**config.mk**
```make
export PLATFORM = sky130hd
export DESIGN_NAME = imuldiv_muldiv_iter_tagged
export DESIGN_NICKNAME = d
export VERILOG_FILES = /design/src/rtl/imuldiv_muldiv_iter_tagged.sv
export SDC_FILE = /design/constraint.sdc
export NUM_CORES = 1
export LEC_CHECK = 0
export ABC_AREA = 1
export CELL_PAD_IN_SITES_DETAIL_PLACEMENT = 2
export CELL_PAD_IN_SITES_GLOBAL_PLACEMENT = 2
export CORE_ASPECT_RATIO = 1.75
export CORE_MARGIN = 2
export CORE_UTILIZATION = 33
export CTS_BUF_LIST = sky130_fd_sc_hd__clkbuf_8
export CTS_CLUSTER_DIAMETER = 200
export DETAILED_ROUTE_END_ITERATION = 8
export PLACE_DENSITY_LB_ADDON = 0.25
export SYNTH_ARGS = -nofsm -noshare
export SYNTH_HDL_FRONTEND = slang
export SYNTH_SLANG_ARGS = --single-unit
```
**constraint.sdc**
```tcl
create_clock -name clk_i -period 10 [get_ports clk_i]
set_clock_uncertainty 0.2 [all_clocks]
set_input_delay 2 -clock clk_i [delete_from_list [all_inputs] [get_ports clk_i]]
set_output_delay 2 -clock clk_i [all_outputs]
set_load 0.02 [all_outputs]
```
**src/rtl/imuldiv_muldiv_iter_tagged.sv**
```systemverilog
// Iterative radix-2 multiply/divide unit with tagged val/rdy request and response ports.
// Optional build macro IMULDIV_EARLY_TERM_EN: mul stops once the remaining multiplier bits are zero.
module imuldiv_muldiv_iter_tagged #(
  parameter int W    = 32,
  parameter int TAGW = 4
) (
  input  logic              clk_i,
  input  logic              reset_i,
  input  logic              kill_i,
  input  logic              req_val_i,
  output logic              req_rdy_o,
  input  logic [2:0]        req_fn_i,
  input  logic [W-1:0]      req_a_i,
  input  logic [W-1:0]      req_b_i,
  input  logic [TAGW-1:0]   req_tag_i,
  output logic              resp_val_o,
  input  logic              resp_rdy_i,
  output logic [2*W-1:0]    resp_result_o,
  output logic [TAGW-1:0]   resp_tag_o
);

  localparam int            CW       = $clog2(W);
  localparam logic [CW-1:0] LAST_CNT = CW'(W - 1);
  localparam logic [2:0]    FN_MUL   = 3'd0;
  localparam logic [2:0]    FN_DIV   = 3'd1;
  localparam logic [2:0]    FN_DIVU  = 3'd2;
  localparam logic [2:0]    FN_REM   = 3'd3;
  localparam logic [2:0]    FN_REMU  = 3'd4;

  typedef enum logic [1:0] {IDLE, CALC, DONE} state_e;

  state_e          state_q;
  logic [CW-1:0]   cnt_q;
  logic [2:0]      fn_q;
  logic [TAGW-1:0] tag_q;
  logic [2*W-1:0]  acc_q;
  logic [2*W-1:0]  mcand_q;
  logic [W-1:0]    mplr_q;
  logic            neg_q;
  logic            rneg_q;
  logic            div0_q;
  logic [2*W-1:0]  result_q;
  logic [TAGW-1:0] rtag_q;

  logic            req_signed, req_is_mul, req_is_div, a_neg, b_neg;
  logic [W-1:0]    a_mag, b_mag;

  assign req_is_mul = (req_fn_i == FN_MUL);
  assign req_is_div = req_fn_i inside {FN_DIV, FN_DIVU, FN_REM, FN_REMU};
  assign req_signed = req_fn_i inside {FN_MUL, FN_DIV, FN_REM};
  assign a_neg      = req_signed & req_a_i[W-1];
  assign b_neg      = req_signed & req_b_i[W-1];
  assign a_mag      = a_neg ? -req_a_i : req_a_i;
  assign b_mag      = b_neg ? -req_b_i : req_b_i;

  logic            is_mul, is_div, last_step;
  logic [2*W-1:0]  mul_sum, acc_step, final_res;
  logic [W:0]      partial, diff;
  logic [W-1:0]    rem_step, quo_step;

  assign is_mul = (fn_q == FN_MUL);
  assign is_div = fn_q inside {FN_DIV, FN_DIVU, FN_REM, FN_REMU};

  // acc_q holds the running product for mul, {remainder, quotient/dividend} for div.
  always_comb begin
    mul_sum = acc_q + (mplr_q[0] ? mcand_q : '0);
    partial = {acc_q[2*W-1:W], acc_q[W-1]};
    diff    = partial - {1'b0, mplr_q};
    if (diff[W]) begin
      rem_step = partial[W-1:0];
      quo_step = {acc_q[W-2:0], 1'b0};
    end else begin
      rem_step = diff[W-1:0];
      quo_step = {acc_q[W-2:0], 1'b1};
    end
    acc_step  = is_mul ? mul_sum : {rem_step, quo_step};
    last_step = (cnt_q == LAST_CNT);
`ifdef IMULDIV_EARLY_TERM_EN
    if (is_mul && (mplr_q[W-1:1] == '0)) last_step = 1'b1;
`endif
    final_res = '0;
    if (is_mul) begin
      final_res = neg_q ? -mul_sum : mul_sum;
    end else if (is_div) begin
      if (div0_q) final_res = {mcand_q[W-1:0], {W{1'b1}}};
      else        final_res = {rneg_q ? -rem_step : rem_step, neg_q ? -quo_step : quo_step};
    end
  end

  always_ff @(posedge clk_i or posedge reset_i) begin
    if (reset_i) begin
      state_q  <= IDLE;
      cnt_q    <= '0;
      fn_q     <= '0;
      tag_q    <= '0;
      acc_q    <= '0;
      mcand_q  <= '0;
      mplr_q   <= '0;
      neg_q    <= 1'b0;
      rneg_q   <= 1'b0;
      div0_q   <= 1'b0;
      result_q <= '0;
      rtag_q   <= '0;
    end else begin
      case (state_q)
        IDLE: begin
          if (req_val_i && !kill_i) begin
            fn_q    <= req_fn_i;
            tag_q   <= req_tag_i;
            cnt_q   <= '0;
            neg_q   <= a_neg ^ b_neg;
            rneg_q  <= a_neg;
            div0_q  <= req_is_div && (req_b_i == '0);
            mplr_q  <= b_mag;
            // Divides keep the raw dividend here for the divide-by-zero remainder.
            mcand_q <= {{W{1'b0}}, req_is_mul ? a_mag : req_a_i};
            acc_q   <= req_is_mul ? '0 : {{W{1'b0}}, a_mag};
            state_q <= CALC;
          end
        end
        CALC: begin
          if (kill_i) begin
            state_q <= IDLE;
          end else begin
            acc_q <= acc_step;
            cnt_q <= cnt_q + 1'b1;
            if (is_mul) begin
              mcand_q <= mcand_q << 1;
              mplr_q  <= mplr_q >> 1;
            end
            if (last_step) begin
              result_q <= final_res;
              rtag_q   <= tag_q;
              state_q  <= DONE;
            end
          end
        end
        DONE: begin
          if (kill_i || resp_rdy_i) state_q <= IDLE;
        end
        default: state_q <= IDLE;
      endcase
    end
  end

  assign req_rdy_o     = (state_q == IDLE);
  assign resp_val_o    = (state_q == DONE);
  assign resp_result_o = result_q;
  assign resp_tag_o    = rtag_q;

endmodule

```
==> results.sh <==
export IMPL_status="complete, no violations"
export IMPL_min_path_type="reg -> reg"
export IMPL_met2WireLength_um=77000
export IMPL_htreeDepth=2
export IMPL_antenna_found_initial=8
export IMPL_die_area_um2=84700
export IMPL_drcViolationCount=0
export IMPL_synth_seq_cells=245
export IMPL_drv_slew=0
export IMPL_postCtsSetupBuffers=0
export IMPL_worst_setup_path_start_kind="register"
export IMPL_top_layer_used="met5"
export IMPL_finalInstanceArea_um2=30600
export IMPL_clock_sinks=245
export IMPL_wl_met3_um=5570
export IMPL_fin_util_pct=37.4
export IMPL_hpwl_um=128000
export IMPL_grt_overflow=0
export IMPL_vdd_drop_max_mv=0.196
export IMPL_routed_via_count=33600
export IMPL_pin_count=146
export IMPL_ys_warn_count=0
export IMPL_syn_area_um2=27200
export IMPL_holdWs_ns=0.290
export IMPL_grt_pass1_wl_um=229000
export IMPL_synth_ff_type="dfrtp_1"
export IMPL_grt_pass1_vias=36400
export IMPL_worst_pin_slew_ns=1.28
export IMPL_fin_crit_ns=5.89
export IMPL_clk_pin_slew_ns=0.08
export IMPL_final_nets=5057
export IMPL_yosysUniqueCellTypes=60
export IMPL_cts_tree="built"
export IMPL_dr_pass1_iters=5
export IMPL_cts_root_buf="clkbuf_8"
export IMPL_pwr_density_cell_nw_per_um2=344
export IMPL_crit_fanout=65
export IMPL_initial_core_util_pct=33.2
export IMPL_synth_cells=4811
export IMPL_portBuffers=145
export IMPL_finalSetupTns_ns=0
export IMPL_track_usage_pct=35.9
export IMPL_area_delta_synth_final_pct=12.5
export IMPL_numCtsBuffers=42
export IMPL_crit_required_ns=10.40
export IMPL_crit_path_frequent_cell="nand2_1"
export IMPL_min_period_over_period_pct=58.9
export IMPL_die_w_um=221
export IMPL_layout_commonest_cell="nand2_1"
export IMPL_final_instance_count_excl_fill=5973
export IMPL_place_inst=5891
export IMPL_arrival_ns=6.29
export IMPL_cts_hold_buf=0
export IMPL_max_slew_margin_rel_pct=13.7
export IMPL_cts_resized=0
export IMPL_cp_slowest_cell="buf_4"
export IMPL_fillerInstances=10700
export IMPL_rsz0062_at_grt="no"
export IMPL_syn_area_per_cell_um2=5.65
export IMPL_clockBufferDepth=3
export IMPL_placed_cell_area_um2=29600
export IMPL_hold_viol_final=0
export IMPL_wl_um=156000
export IMPL_dr_first_iter_drc_count=2061
export IMPL_synth_nets=4990
export IMPL_max_cap_violations=0
export IMPL_async_reset_ff_share_pct=100
export IMPL_coreArea_um2=81700
export IMPL_ff2ff_setup_slack_ns=4.11
export IMPL_drive_gt1_share_pct=4.64
export IMPL_die_y_um=384
export IMPL_ant_nets=0
export IMPL_leakagePower_nw=16.4
export IMPL_max_freq_mhz=170
export IMPL_synth_seq_area_share_pct=22.6
export IMPL_via_per_inst=5.63
export IMPL_wl_met1_um=58400
export IMPL_globalplace_congestion=0.978
export IMPL_grt_max_degree=144
export IMPL_wire_per_inst_um=26.1
export IMPL_setup_viol=0
export IMPL_worstSkewPairLatency_ns=0.66
export IMPL_critPathKind="reg -> reg"
export IMPL_cp_slowest_stage_delay_ns=0.65
export IMPL_rows=139
export IMPL_layout_common_cells="1,630 x nand2_1, 766 x inv_1, 534 x nor2_1, 306 x nand3_1, 265 x o21ai_0"
export IMPL_worst_setup_path_end_kind="register"
export IMPL_synth_edff_count=0
-- sequential cells by signal, summed over array words and instances, names as in the netlist --
name,flops
cnt_q,5
div0_q,1
state_q,2
neg_q,1
resp_result_o,64
tag_q,4
fn_q,3
rneg_q,1
resp_tag_o,4
mcand_q,64
mplr_q,32
acc_q,64
-- cell usage after synthesis, drive strengths merged (16+ instances only) --
library cell | count | area share [%]
o211ai | 56 | 1.5
o22ai | 31 | 0.71
nand2 | 1667 | 24
xor2 | 50 | 1.6
a31oi | 48 | 1.1
a21oi | 234 | 4.4
clkbuf | 119 | 1.6
ha | 101 | 4.7
buf | 36 | 0.73
nand3 | 314 | 6.0
inv | 782 | 11
o21ai | 286 | 5.3
nand3b | 17 | 0.47
nand4 | 70 | 1.7
nor3 | 45 | 0.85
o31ai | 16 | 0.44
dfrtp | 245 | 23
nor2 | 570 | 8.3
o221ai | 27 | 0.87
-- critical path: cells and delay by family, from the launching register on --
kind,cells,cell delay [ns]
DFF,1,0.36
adders and majority gates,1,0.35
buffers and inverters,4,0.99
and+or+nand+nor,22,3.75
-- per-layer routing --
metal | up-vias | track usage (%)
li1 | 15400 | -
met1 | 16900 | 39.3
met2 | 897 | 63.8
met3 | 380 | 2.92
met4 | 4 | 28.9
met5 | - | 0
-- cells by family (layout without fill, tap and decap cells) --
logic type / count (synthesis) / after routing / synth area share (%)
xor gates and xnor gates: 64 / 64 / 2.06
other: 0 / 5 / 0
buffers and inverters: 941 / 1041 / 13.2
and+or+nand+nor: 2706 / 2706 / 41.4
AOI/OAI and AO/OA: 752 / 752 / 15.9
adders and majority gates: 103 / 103 / 4.80
DFF: 245 / 245 / 22.6
-- report_power, final --
group          switching, W  total (W)  internal [W]  leakage, nW
combinational       0.00580    0.00779       0.00199         12.8
sequential         0.000444    0.00165       0.00120         3.04
clock              0.000519    0.00108      0.000562        0.520
total               0.00676     0.0105       0.00376         16.4
-- stage by stage --
step | power (W) | setup WS [ns]
after floorplan | 0.00643 | 1.07
after global placement | 0.00900 | 4.39
after detailed placement | 0.00927 | 4.19
after CTS | 0.0104 | 4.16
after global routing | 0.0113 | 3.67
final | 0.0105 | 4.11
-- layout make-up --
class	instances	area, um^2	share of cell area, %
Multi-Input combinational cell	3625	17500	57.2
Sequential cell	245	6130	20.1
Inverter	786	2960	9.68
Timing Repair Buffer	178	1710	5.60
Tap cell	1057	1320	4.33
Clock buffer	53	729	2.39
Clock inverter	24	204	0.667
Antenna cell	5	12.5	0.0409
-- final timing paths --
check	cells after the start	from	to
setup reg to reg	27	mplr_q[0]	resp_result_o[60]
min in group asynchronous	2	reset_i	resp_result_o[11]
max in group asynchronous	3	reset_i	acc_q[53]
hold reg to reg	2	resp_tag_o[2]	resp_tag_o[2]
hold / removal	2	resp_tag_o[2]	resp_tag_o[2]
setup / recovery	27	mplr_q[0]	resp_result_o[60]
(Power assumes the default switching activity.)
